--- config.mk ---
export PLATFORM = sky130hd
export DESIGN_NAME = load_store_unit_flat
export DESIGN_NICKNAME = d
export VERILOG_FILES = /design/src/rtl/lsu_pkg.sv /design/src/rtl/load_store_unit_if.sv /design/src/rtl/load_align.sv /design/src/rtl/load_store_unit.sv /design/src/flat_wrapper.sv
export SDC_FILE = /design/constraint.sdc
export NUM_CORES = 1
export LEC_CHECK = 0
export CORE_MARGIN = 2
export CORE_UTILIZATION = 45
export CTS_CLUSTER_SIZE = 40
export DETAILED_ROUTE_END_ITERATION = 10
export PLACE_DENSITY = 0.84
export SYNTH_ARGS = -nofsm -noshare
export SYNTH_HDL_FRONTEND = slang
export SYNTH_SLANG_ARGS = --single-unit
--- constraint.sdc ---
create_clock -name clk -period 3.8 [get_ports clk]
set_input_delay 0.57 -clock clk [delete_from_list [all_inputs] [get_ports clk]]
set_output_delay 0.57 -clock clk [all_outputs]
set_load 0.05 [all_outputs]
--- src/rtl/lsu_pkg.sv ---
// Shared types and constants for the RV64I memory-stage load/store unit.
// funct3 size/sign encodings and the access FSM state type.
package lsu_pkg;

    localparam int LSU_XLEN = 64;

    localparam logic [2:0] F3_B  = 3'b000;
    localparam logic [2:0] F3_H  = 3'b001;
    localparam logic [2:0] F3_W  = 3'b010;
    localparam logic [2:0] F3_D  = 3'b011;
    localparam logic [2:0] F3_BU = 3'b100;
    localparam logic [2:0] F3_HU = 3'b101;
    localparam logic [2:0] F3_WU = 3'b110;

    typedef enum logic [1:0] {
        S_IDLE = 2'd0,
        S_WAIT = 2'd1,
        S_DONE = 2'd2
    } lsu_state_t;

endpackage

--- src/rtl/load_store_unit_if.sv ---
// Data-memory request/ready port between the load/store unit and memory.
// master = unit side, slave = memory side.
interface load_store_unit_if
    import lsu_pkg::*;
#(
    parameter int XLEN = LSU_XLEN
) ();

    logic              dmem_req;
    logic              dmem_we;
    logic [XLEN-1:0]   dmem_addr;
    logic [XLEN-1:0]   dmem_wdata;
    logic [XLEN/8-1:0] dmem_wstrb;
    logic              dmem_ready;
    logic [XLEN-1:0]   dmem_rdata;

    modport master (
        output dmem_req,
        output dmem_we,
        output dmem_addr,
        output dmem_wdata,
        output dmem_wstrb,
        input  dmem_ready,
        input  dmem_rdata
    );

    modport slave (
        input  dmem_req,
        input  dmem_we,
        input  dmem_addr,
        input  dmem_wdata,
        input  dmem_wstrb,
        output dmem_ready,
        output dmem_rdata
    );

endinterface

--- src/rtl/load_align.sv ---
// Load formatter: selects the addressed lane of a read doubleword
// and sign- or zero-extends it according to funct3.
module load_align
    import lsu_pkg::*;
#(
    parameter int XLEN = LSU_XLEN
) (
    input  logic [XLEN-1:0] rdata,
    input  logic [2:0]      addr,
    input  logic [2:0]      funct3,
    output logic [XLEN-1:0] result
);

    logic [XLEN-1:0] s;

    assign s = rdata >> {addr, 3'b000};

    always_comb begin
        result = '0;
        case (funct3)
            F3_B:  result = {{(XLEN-8){s[7]}}, s[7:0]};
            F3_H:  result = {{(XLEN-16){s[15]}}, s[15:0]};
            F3_W:  result = {{(XLEN-32){s[31]}}, s[31:0]};
            F3_D:  result = s;
            F3_BU: result = {{(XLEN-8){1'b0}}, s[7:0]};
            F3_HU: result = {{(XLEN-16){1'b0}}, s[15:0]};
            F3_WU: result = {{(XLEN-32){1'b0}}, s[31:0]};
            default: result = '0;
        endcase
    end

endmodule

--- src/rtl/load_store_unit.sv ---
// Memory-stage load/store unit: checks, issues and completes one data
// access per instruction, stalling the pipeline while it is outstanding.
module load_store_unit
    import lsu_pkg::*;
#(
    parameter int XLEN   = LSU_XLEN,
    parameter int STRB_W = XLEN/8
) (
    input  logic                clk,
    input  logic                reset,
    input  logic                valid,
    input  logic                mem_read,
    input  logic                mem_write,
    input  logic [2:0]          funct3,
    input  logic [XLEN-1:0]     addr,
    input  logic [XLEN-1:0]     store_data,
    load_store_unit_if.master   dmem,
    output logic [XLEN-1:0]     mem_data,
    output logic                mem_data_valid,
    output logic                stall,
    output logic                misaligned,
    output logic                access_fault
);

    lsu_state_t        state;
    logic              req_q;
    logic              we_q;
    logic [XLEN-1:0]   addr_q;
    logic [XLEN-1:0]   wdata_q;
    logic [STRB_W-1:0] wstrb_q;
    logic              is_ld_q;
    logic [2:0]        f3_q;
    logic [2:0]        lo_q;

    logic              idle;
    logic              access;
    logic              fault_c;
    logic              mis_c;
    logic              accept;
    logic [1:0]        sz;
    logic [STRB_W-1:0] strb_c;
    logic [XLEN-1:0]   wdata_c;
    logic [XLEN-1:0]   ld_fmt;

    assign idle   = (state == S_IDLE);
    assign access = idle & valid & (mem_read | mem_write);
    assign sz     = funct3[1:0];

    assign fault_c = (mem_read & mem_write)
                   | (mem_read & (funct3 == 3'b111))
                   | (mem_write & funct3[2]);

    always_comb begin
        mis_c = 1'b0;
        unique case (1'b1)
            (sz == 2'd0): mis_c = 1'b0;
            (sz == 2'd1): mis_c = addr[0];
            (sz == 2'd2): mis_c = |addr[1:0];
            (sz == 2'd3): mis_c = |addr[2:0];
        endcase
    end

    // A fault takes priority over misalignment; neither is issued.
    assign access_fault = access & fault_c;
    assign misaligned   = access & ~fault_c & mis_c;
    assign accept       = access & ~fault_c & ~mis_c;
    assign stall        = accept | (state == S_WAIT);

    always_comb begin
        strb_c  = '0;
        wdata_c = '0;
        unique case (1'b1)
            (sz == 2'd0): begin
                strb_c  = STRB_W'(8'h01) << addr[2:0];
                wdata_c = {(XLEN/8){store_data[7:0]}};
            end
            (sz == 2'd1): begin
                strb_c  = STRB_W'(8'h03) << addr[2:0];
                wdata_c = {(XLEN/16){store_data[15:0]}};
            end
            (sz == 2'd2): begin
                strb_c  = STRB_W'(8'h0F) << addr[2:0];
                wdata_c = {(XLEN/32){store_data[31:0]}};
            end
            (sz == 2'd3): begin
                strb_c  = '1;
                wdata_c = store_data;
            end
        endcase
    end

    load_align #(.XLEN(XLEN)) u_align (
        .rdata  (dmem.dmem_rdata),
        .addr   (lo_q),
        .funct3 (f3_q),
        .result (ld_fmt)
    );

    always_ff @(posedge clk) begin
        if (reset) begin
            state          <= S_IDLE;
            req_q          <= 1'b0;
            we_q           <= 1'b0;
            addr_q         <= '0;
            wdata_q        <= '0;
            wstrb_q        <= '0;
            is_ld_q        <= 1'b0;
            f3_q           <= '0;
            lo_q           <= '0;
            mem_data       <= '0;
            mem_data_valid <= 1'b0;
        end else begin
            unique case (state)
                S_IDLE: begin
                    mem_data_valid <= 1'b0;
                    if (accept) begin
                        state   <= S_WAIT;
                        req_q   <= 1'b1;
                        we_q    <= mem_write;
                        addr_q  <= {addr[XLEN-1:3], 3'b000};
                        wdata_q <= mem_write ? wdata_c : '0;
                        wstrb_q <= mem_write ? strb_c : '0;
                        is_ld_q <= mem_read;
                        f3_q    <= funct3;
                        lo_q    <= addr[2:0];
                    end
                end
                S_WAIT: begin
                    if (dmem.dmem_ready) begin
                        state          <= S_DONE;
                        req_q          <= 1'b0;
                        we_q           <= 1'b0;
                        addr_q         <= '0;
                        wdata_q        <= '0;
                        wstrb_q        <= '0;
                        mem_data_valid <= is_ld_q;
                        if (is_ld_q) begin
                            mem_data <= ld_fmt;
                        end
                    end
                end
                S_DONE: begin
                    // The stalled instruction is still presented here.
                    state          <= S_IDLE;
                    mem_data_valid <= 1'b0;
                end
                default: begin
                    state <= S_IDLE;
                end
            endcase
        end
    end

    assign dmem.dmem_req   = req_q;
    assign dmem.dmem_we    = we_q;
    assign dmem.dmem_addr  = addr_q;
    assign dmem.dmem_wdata = wdata_q;
    assign dmem.dmem_wstrb = wstrb_q;

endmodule

--- src/flat_wrapper.sv ---
// flat-port wrapper written by rule: the top's interface ports become plain ports
module load_store_unit_flat import lsu_pkg::*;
#(
    parameter int XLEN   = LSU_XLEN,
    parameter int STRB_W = XLEN/8
)
  (clk, reset, valid, mem_read, mem_write, funct3, addr, store_data, mem_data, mem_data_valid, stall, misaligned, access_fault, dmem_dmem_req, dmem_dmem_we, dmem_dmem_addr, dmem_dmem_wdata, dmem_dmem_wstrb, dmem_dmem_ready, dmem_dmem_rdata);
  load_store_unit_if #(.XLEN(XLEN)) dmem_i ();
  input  logic clk;
  input  logic reset;
  input  logic valid;
  input  logic mem_read;
  input  logic mem_write;
  input  logic [2:0] funct3;
  input  logic [XLEN-1:0] addr;
  input  logic [XLEN-1:0] store_data;
  output logic [XLEN-1:0] mem_data;
  output logic mem_data_valid;
  output logic stall;
  output logic misaligned;
  output logic access_fault;
  output wire logic [$bits(dmem_i.dmem_req)-1:0] dmem_dmem_req;
  output wire logic [$bits(dmem_i.dmem_we)-1:0] dmem_dmem_we;
  output wire logic [$bits(dmem_i.dmem_addr)-1:0] dmem_dmem_addr;
  output wire logic [$bits(dmem_i.dmem_wdata)-1:0] dmem_dmem_wdata;
  output wire logic [$bits(dmem_i.dmem_wstrb)-1:0] dmem_dmem_wstrb;
  input wire logic [$bits(dmem_i.dmem_ready)-1:0] dmem_dmem_ready;
  input wire logic [$bits(dmem_i.dmem_rdata)-1:0] dmem_dmem_rdata;
  assign dmem_dmem_req = dmem_i.dmem_req;
  assign dmem_dmem_we = dmem_i.dmem_we;
  assign dmem_dmem_addr = dmem_i.dmem_addr;
  assign dmem_dmem_wdata = dmem_i.dmem_wdata;
  assign dmem_dmem_wstrb = dmem_i.dmem_wstrb;
  assign dmem_i.dmem_ready = dmem_dmem_ready;
  assign dmem_i.dmem_rdata = dmem_dmem_rdata;
  load_store_unit #(.XLEN(XLEN), .STRB_W(STRB_W)) u_core (.clk(clk), .reset(reset), .valid(valid), .mem_read(mem_read), .mem_write(mem_write), .funct3(funct3), .addr(addr), .store_data(store_data), .dmem(dmem_i), .mem_data(mem_data), .mem_data_valid(mem_data_valid), .stall(stall), .misaligned(misaligned), .access_fault(access_fault));
endmodule
=== Yosys cells after proc, flatten, opt, wreduce, memory -nomap -nowiden ===
Cells that the tools add are included.

* Equal/unequal tests: 14
* Shift operators: 4
* Mux-type cells: 24
* Bitwise logic cells: 15
* Reduce and logical (&&, ||, !) cells: 13

{| class="wikitable"
|+ Operators by type and width
! kind !! count
|-
| $pmux 64 s7 || 1
|-
| $mux 64 || 4
|-
| $pmux 64 s2 || 2
|-
| $pmux 64 s4 || 1
|-
| $shr 64x6->64 || 1
|-
| $pmux 8 s4 || 1
|-
| $mux 8 || 3
|-
| $pmux 8 s2 || 1
|-
| $eq 3x3->1 const B || 4
|-
| $and 1x1->1 || 9
|-
| $shl 1x3->8 const A || 1
|-
| $shl 2x3->8 const A || 1
|-
| $shl 4x3->8 const A || 1
|-
| $eq 2x2->1 const B || 3
|-
| $eq 3x2->1 const B || 2
|-
| $pmux 1 s2 || 3
|-
| $reduce_and 2->1 || 3
|-
| $reduce_and 3->1 || 2
|-
| $eq 2x1->1 const B || 2
|-
| $logic_not 2->1 || 2
|-
| $mux 1 || 4
|-
| $mux 2 || 2
|-
| $ne 2x2->1 const B || 2
|-
| $or 1x1->1 || 4
|-
| 8 further kinds || 11
|}

* Register bits after elaboration: 212
* Logic and storage cells: 81

=== Logic depth before layout (Yosys ltp) ===
Gate-level depths: netlist of run 1.

* Depth in word-level cells: 9
* Depth in mapped cells: 13
* Gate-level depth less buffers: 7

=== Modules after synthesis ===
From an unflattened synthesis of run 1, not the netlist that was laid out.

* Cell total of the unflattened synthesis: 1228
* Area total of the unflattened synthesis: 11063.1 µm²

{| class="wikitable"
|+ Modules (own cells, without submodules)
! module !! instances !! cells each !! area each (µm²)
|-
| load_store_unit || 1 || 939 || 8529.4
|-
| load_align || 1 || 289 || 2533.7
|}

=== Worst setup path before layout of run 1 ===
No wires, ideal clock.

* Path type: input to output
* Start: in funct3[1]
* End: out misaligned
* Arrival: 3.683 ns
* Data required time: 3.230 ns
* Setup slack: -0.453 ns
* Stages: 8
* Path buffers: 5
* Path through: clkbuf_1 -> clkbuf_1 -> inv_1 -> ha_1 -> clkbuf_1 -> clkbuf_1 -> buf_1 -> nor4_1

* Longest elaborated chain between the ends: 7

{| class="wikitable"
|+ RTL lines
! item !! line !! text
|-
| start, declared || flat_wrapper.sv:14 || <nowiki>input logic [2:0] funct3;</nowiki>
|-
| $eq 3x3->1 || load_store_unit.sv:50 || <nowiki>| (mem_read & (funct3 == 3'b111))</nowiki>
|-
| $and 1x1->1 || load_store_unit.sv:50 ||
|-
| $or 1x1->1 || load_store_unit.sv:50 ||
|-
| $or 1x1->1 || load_store_unit.sv:51 || <nowiki>| (mem_write & funct3[2]);</nowiki>
|-
| $not 1->1 || load_store_unit.sv:65 || <nowiki>assign misaligned = access & ~fault_c & mis_c;</nowiki>
|-
| $and 1x1->1 || load_store_unit.sv:65 ||
|-
| $and 1x1->1 * || load_store_unit.sv:65 ||
|-
| end, declared || flat_wrapper.sv:20 || <nowiki>output logic misaligned;</nowiki>
|}

Every way passes the cells marked *; elsewhere a longest branch is shown, timed or not.

=== Worst setup path after layout of run 1 ===
* Start: in funct3[1]
* End: out stall

* Longest elaborated chain between the ends: 8

{| class="wikitable"
|+ RTL lines
! item !! line !! text
|-
| $eq 3x3->1 || load_store_unit.sv:50 ||
|-
| $and 1x1->1 || load_store_unit.sv:50 ||
|-
| $or 1x1->1 || load_store_unit.sv:50 ||
|-
| $or 1x1->1 || load_store_unit.sv:51 ||
|-
| $not 1->1 || load_store_unit.sv:66 || <nowiki>assign accept = access & ~fault_c & ~mis_c;</nowiki>
|-
| $and 1x1->1 || load_store_unit.sv:66 ||
|-
| $and 1x1->1 * || load_store_unit.sv:66 ||
|-
| $or 1x1->1 * || load_store_unit.sv:67 || <nowiki>assign stall = accept | (state == S_WAIT);</nowiki>
|-
| end, declared || flat_wrapper.sv:19 || <nowiki>output logic stall;</nowiki>
|}

Marked as above.

==> impl_metrics.tcl, run 1 <==
set metrics [dict create \
    cts_resized 0 \
    ys_warn_count 0 \
    holdWs_ns 0.4623 \
    syn_inst 1276 \
    antenna_left 0 \
    max_freq_ghz 0.2960 \
    critPathRequiredTime_ns 3.23 \
    clock-sinks 209 \
    slew_violations 0 \
    finish.utilization_pct 66.57 \
    post_cts_buffers 0 \
    synth_edf_count 0 \
    fin_skew_ns 0.01199 \
    critPathMaxFanout 15 \
    outcome "finished, final reports clean" \
    pin_count 407 \
    setup_viol 0 \
    final_cell_mix "clkdlybuf4s50_1 (399), dfxtp_1 (207), nand2_1 (185), a21oi_1 (172), nand3_1 (72)" \
    start_kind "input port" \
    yosysTopAreaCellShare_pct 39.23 \
    postCtsHoldBufs 0 \
    die_h_um 158.0 \
    antenna_found_initial 3 \
    crit_top_cell "buf_4" \
    clockBufferDepth 3 \
    peakVddDrop_uv 372.3 \
    rsz0062_at_grt "no" \
    relSlewSlack_pct 41.38 \
    grt_pass1_vias 10640 \
    gp_congestion 0.9332 \
    wl_um 40750 \
    rows 56 \
    routedWlPerCell_um 20.99 \
    seq_area_frac_synth_pct 39.23 \
    period_needed_ns 3.379 \
    start_util_pct 45.58 \
    cts_tree "done" \
    synthFlopType "dfxtp_1" \
    drt_iter0_markers 1112 \
    layout.nets 1810 \
    fin_tns_setup_ns 0 \
    critical_path.max_stage_delay_ns 0.57 \
    cts-root-buf "clkbuf_16" \
    powerDensity_mw_per_mm2 373.2 \
    grt_pass1_wl_um 59820 \
    path_cells "clkdlybuf4s50_1, buf_4, inv_1, ha_1, or2_1, nor2_1, o311ai_4, nand2_1, buf_4" \
    yosys-top-cells-area "dfxtp_1 (39%), a21oi_1 (8.1%), nand2_1 (6.5%)" \
    crit_family "buffers and inverters" \
    critical_path_buf_inv_count 4 \
    cp-end-kind "primary output" \
    ys_types 63 \
    die_area_sq_mm 0.02495 \
    syn_area_per_cell_sq_um 8.359 \
    dpl.hpwl_um 28730 \
    vias_per_cell 5.961 \
    drt_pre_antenna_iters 6 \
    layout-drive-gt1-share_pct 8.771 \
    numCtsBuffers 25 \
    drc 0 \
    port_buffers 403 \
    async_flop_share_pct 0 \
    layout_commonest_cell "clkdlybuf4s50_1" \
    grt_max_degree 92 \
    insertion_delay_ns 0.52 \
    path_clk_slew_ns 0.06 \
    holdCritPathClass "flop to flop" \
    synth_area_sq_mm 0.01067 \
    globalRouteOverflowTotal 0 \
    min_period_over_period_pct 88.91 \
    drv_cap 0 \
    reg2reg_slack_ns 1.04 \
    crit_type "input port to primary output" \
    area_growth_pct 46.05 \
    vias 11570 \
    cp.arrival_ns 2.81 \
    track_usage_pct 30.38 \
    final-hold-violation-count 0 \
    yosys.area.top_type "dfxtp_1" \
    core-area_sq_mm 0.02340 \
    htree_levels 1 \
    worstMarginPinSlew_ns 0.8793 \
    slowest_stage "clkdlybuf4s50_1" \
    p_leak_nw 5.383 \
    fin_total_pwr_mw 5.813 \
    die_w_um 158.0 \
    yosys_register_bits 209 \
]
[logic make-up (layout without fill, tap and decap cells)]
group           count (synthesis)  count (layout)  synth area share, %
xor+xnor                        1               1              0.08213
fa+ha+maj                       5               5               0.5865
buf+inv                       151             492                6.510
simple gates                  414             414                19.85
mux                            70              70                8.246
other cells                     1               6              0.03516
flops                         209             209                39.23
compound gates                425             425                25.47
[flip-flops by register name, summed over array words and instances, names as in the netlist]
name / count
u_core.dmem.dmem_wdata: 64
u_core.state: 2
u_core.lo_q: 3
u_core.dmem.dmem_we: 1
u_core.f3_q: 3
u_core.is_ld_q: 1
u_core.dmem.dmem_req: 1
u_core.mem_data_valid: 1
u_core.mem_data: 64
u_core.dmem.dmem_addr: 61
u_core.dmem.dmem_wstrb: 8
[cells in the mapped netlist, types with 2 or more instances]
| master | count |
|---|---|
| dfxtp_1 | 209 |
| nand2_1 | 186 |
| a21oi_1 | 172 |
| clkbuf_1 | 78 |
| nand3_1 | 72 |
| o21ai_0 | 71 |
| nand4b_1 | 48 |
| nor2_1 | 42 |
| a22oi_1 | 39 |
| mux2i_1 | 38 |
| buf_2 | 34 |
| a211oi_1 | 31 |
| o31ai_1 | 24 |
| mux2_2 | 19 |
| a221o_1 | 16 |
| nor2b_1 | 16 |
| o2bb2ai_1 | 16 |
| inv_1 | 13 |
| a21oi_2 | 12 |
| mux4_2 | 12 |
| buf_1 | 9 |
| o22ai_1 | 9 |
| or2_2 | 9 |
| a22o_1 | 8 |
| buf_4 | 8 |
| nor3b_1 | 8 |
| buf_6 | 7 |
| and3b_1 | 6 |
| nand2b_1 | 6 |
| o221ai_1 | 6 |
| ha_1 | 5 |
| nor3_1 | 4 |
| a311oi_1 | 3 |
| nor4_1 | 3 |
| o211ai_1 | 3 |
| a21o_1 | 2 |
| a2bb2oi_1 | 2 |
| clkbuf_2 | 2 |
| nand3b_1 | 2 |
| or2_1 | 2 |
| or3_1 | 2 |
[report_power, final]
group / switching, mW / internal, mW / total [mW]
Sequential: 0.0441 / 2.26 / 2.30
Clock: 0.935 / 1.35 / 2.29
Combinational: 0.721 / 0.503 / 1.22
[final cells by class]
cell class              count  area [sq um]
fillers                  1880          7824
multi-input cells         918          5844
well taps                 319         399.1
clock inverters             3         17.52
flip-flops and latches    209          4187
diodes                      3         7.507
repair buffers            437          4317
inverters                  13         48.80
clock buffers              39         758.2
[per-stage QoR]
step / setup slack [ns] / cell area, sq um / std cells
floorplan: 0.1049 / 10680 / 1278
global placement: 0.2697 / 14800 / 1896
detailed placement: 0.1818 / 14800 / 1896
CTS: 0.4076 / 15570 / 1938
global route: 0.2455 / 15580 / 1941
finish: 0.4213 / 15580 / 1941
[worst paths after layout]
check | from | to | cells after the start
worst min-delay path | u_core.dmem.dmem_req$_SDFFE_PP0P_ | u_core.dmem.dmem_req$_SDFFE_PP0P_ | 2
worst max register to register | u_core.lo_q[1]$_SDFFE_PP0P_ | u_core.mem_data[57]$_SDFFE_PP0P_ | 6
worst min register to register | u_core.dmem.dmem_req$_SDFFE_PP0P_ | u_core.dmem.dmem_req$_SDFFE_PP0P_ | 2
worst max-delay path | funct3[1] | stall | 9
[worst min-delay path: stages, from the launching register on]
cell and delay, ns:
dfxtp_1 0.31, nand2_1 0.05, a21oi_1 0.05
[per-layer routing]
metal	GRT usage, %	wire (um)
met1	37.70	15290
met5	0	0
met2	49.67	18970
met3	7.583	4504
met4	14.03	1978
(Power assumes the default switching activity.)
==> run 2, diff against run 1 <==
- ABC_AREA: unset -> 1
- CORE_UTILIZATION: 45 -> 44
- PLACE_DENSITY: 0.84 -> 0.83
==> run 2 against run 1 <==
  * Maximum frequency increased by 1.3%
  * Critical path type unchanged
  * Largest cell class unchanged
  * Critical path depth is 1 lower
  * Design area down 1.7%
  * Register-to-register slack worse by 0.06 ns
  * Wire length is 4.3% lower
  * Cell count rose by 14%
  * Clock-buffer cell count fell by 8
  * Via count rose by 4.1%
==> impl_metrics.tcl, run 2 <==
set metrics [dict create \
    outcome "finished, final reports clean" \
    critPathRequiredTime_ns 3.23 \
    die_h_um 157.8 \
    seq_area_frac_synth_pct 40.18 \
    setup_viol 0 \
    yosys.area.top_type "dfxtp_1" \
    postCtsHoldBufs 0 \
    cp-end-kind "primary output" \
    layout.nets 2073 \
    gp_congestion 0.9625 \
    antenna_found_initial 2 \
    relSlewSlack_pct 33.39 \
    port_buffers 403 \
    period_needed_ns 3.335 \
    layout-drive-gt1-share_pct 5.361 \
    clockBufferDepth 3 \
    async_flop_share_pct 0 \
    ys_warn_count 0 \
    htree_levels 1 \
    start_util_pct 44.63 \
    dpl.hpwl_um 28580 \
    synth_common_cells "nand2_1 (508), dfxtp_1 (209), a21oi_1 (188)" \
    insertion_delay_ns 0.51 \
    min_period_over_period_pct 87.78 \
    post-synth-top-count-cell "nand2_1" \
    syn_inst 1545 \
    syn_area_per_cell_sq_um 6.739 \
    cts_tree "done" \
    fin_tns_setup_ns 0 \
    post_cts_buffers 0 \
    pwr-share-seq_pct 36.9 \
    vias 12050 \
    grt_pass1_wl_um 57670 \
    vias_per_cell 5.465 \
    slew_violations 0 \
    grt_pass1_vias 10850 \
    area_growth_pct 47.13 \
    crit_type "input port to primary output" \
    max_freq_ghz 0.2998 \
    drt_iter0_markers 1059 \
    p_sw_mw 1.991 \
    holdPathEnd "u_core.dmem.dmem_addr[50]$_SDFFE_PP0P_" \
    powerDensity_mw_per_mm2 416.5 \
    final-hold-violation-count 0 \
    drt_pre_antenna_iters 5 \
    yosysTopAreaCellShare_pct 40.18 \
    reg2reg_slack_ns 0.98 \
    routedWlPerCell_um 17.68 \
    cts-root-buf "clkbuf_16" \
    min_from "u_core.dmem.dmem_addr[50]$_SDFFE_PP0P_" \
    holdCritPathClass "flop to flop" \
    synth_edf_count 0 \
    clock-sinks 209 \
    r2r_start "u_core.lo_q[1]$_SDFFE_PP0P_" \
    p_leak_nw 5.714 \
    ff2ff_path_depth 10 \
    clkPwrFrac_pct 38.0 \
    stdcell_area_sq_mm 0.01532 \
    start_kind "input port" \
    comb_power_share_pct 25.1 \
    rows 56 \
    fillers 2051 \
    path_clk_slew_ns 0.06 \
    ys_types 28 \
    crit_family "buffers and inverters" \
    worstMarginPinSlew_ns 0.9886 \
    yosys-top-cells-area "dfxtp_1 (40%), nand2_1 (18%), a21oi_1 (9.0%)" \
    r2r-end "u_core.mem_data[25]$_SDFFE_PP0P_" \
    rsz0062_at_grt "no" \
    switching_share_pct 31.20 \
    hold_depth 2 \
    drv_cap 0 \
    yosys_register_bits 209 \
    cts_resized 0 \
    place_area_sq_mm 0.01448 \
    globalRouteOverflowTotal 0 \
    fin_total_pwr_mw 6.381 \
    slowest_stage "nor3_1" \
    internal-power_mw 4.390 \
    die_area_sq_mm 0.02491 \
    drc 0 \
    antenna_left 0 \
    synth_area_sq_mm 0.01041 \
    pin_count 407 \
    die_w_um 157.8 \
    fin_skew_ns 0.01248 \
    critical_path_buf_inv_count 3 \
    numCtsBuffers 23 \
    core-area_sq_mm 0.02333 \
    final_cell_mix "nand2_1 (507), clkdlybuf4s50_1 (399), dfxtp_1 (208), a21oi_1 (188), o21ai_0 (170)" \
    cp.arrival_ns 2.77 \
    critical_path.max_stage_delay_ns 0.63 \
    peakVddDrop_uv 322.1 \
    synthFlopType "dfxtp_1" \
    layout_commonest_cell "nand2_1" \
    critPathMaxFanout 10 \
    wl_um 38980 \
    track_usage_pct 29.31 \
    path_cells "clkdlybuf4s50_1, inv_1, ha_1, o21ai_0, nand3_1, nand2_2, nor3_1, buf_12" \
    grt_max_degree 125 \
]
run 2: kinds of logic (layout without fill, tap and decap cells):
group	Yosys count	in the layout	synth area share [%]
buffers and inverters	174	511	7.354
AO/OA/AOI/OAI	447	447	23.78
flip-flops	209	209	40.18
other	1	5	0.03601
adder cells (fa/ha/maj)	5	5	0.6008
multiplexers	4	4	0.3845
AND/OR/NAND/NOR	705	705	27.66
run 2: per-layer routing:
layer,wire (um),GRT usage [%]
met2,17980,48.45
met4,2074,15.11
met3,3981,7.090
met5,0,0
met1,14940,35.37
run 2: layout make-up:
type                            instances  area, sq um  area share [%]
Clock inverter                         11        161.4           1.054
Sequential cell                       209         4185           27.32
Antenna cell                            2        5.005         0.03267
Multi-Input combinational cell       1164         5478           35.76
Tap cell                              319        399.1           2.605
Inverter                               42        157.7           1.029
Clock buffer                           31        675.6           4.410
Timing Repair Buffer                  427         4258           27.79
run 2: worst reg2reg max path, delay by kind of cell, from the launching register on:
| kind | cells | cell delay, ns |
|---|---|---|
| simple gates | 7 | 1.34 |
| flops | 1 | 0.87 |
| buf+inv | 2 | 0.39 |
| compound gates | 1 | 0.16 |
run 2: how the worst max path moves through the flow:
stage,start,end,slack [ns],cells after the start
floorplan,funct3[1],misaligned,0.66,8
global placement,funct3[1],u_core.dmem.dmem_addr[51]$_SDFFE_PP0P_,0.43,11
detailed placement,funct3[1],u_core.dmem.dmem_addr[45]$_SDFFE_PP0P_,0.29,11
CTS,funct3[1],misaligned,0.50,8
global route,funct3[1],misaligned,0.44,8
finish,funct3[1],misaligned,0.46,8
run 2: power groups by stage:
stage          Combinational [mW]  Clock (mW)  Sequential, mW
2_1_floorplan               0.684           0            2.69
3_5_place_dp                 1.57           0            2.39
4_1_cts                      1.58        2.46            2.35
6_report                     1.60        2.43            2.35
3_3_place_gp                 1.56           0            2.40
5_1_grt                      1.72        2.55            2.36
run 2: stage by stage:
| step | hold WS, ns | cells | worst slack [ns] | util, % |
|---|---|---|---|---|
| final | 0.4578 | 2205 | 0.4645 | 65.66 |
| after global routing | 0.4756 | 2205 | 0.4361 | 65.66 |
| after CTS | 0.4617 | 2203 | 0.5006 | 65.64 |
| after detailed placement | 0.4525 | 2161 | 0.2864 | 62.05 |
| after global placement | 0.4472 | 2161 | 0.4269 | 62.05 |
| after floorplan | 0.4714 | 1547 | 0.6551 | - |
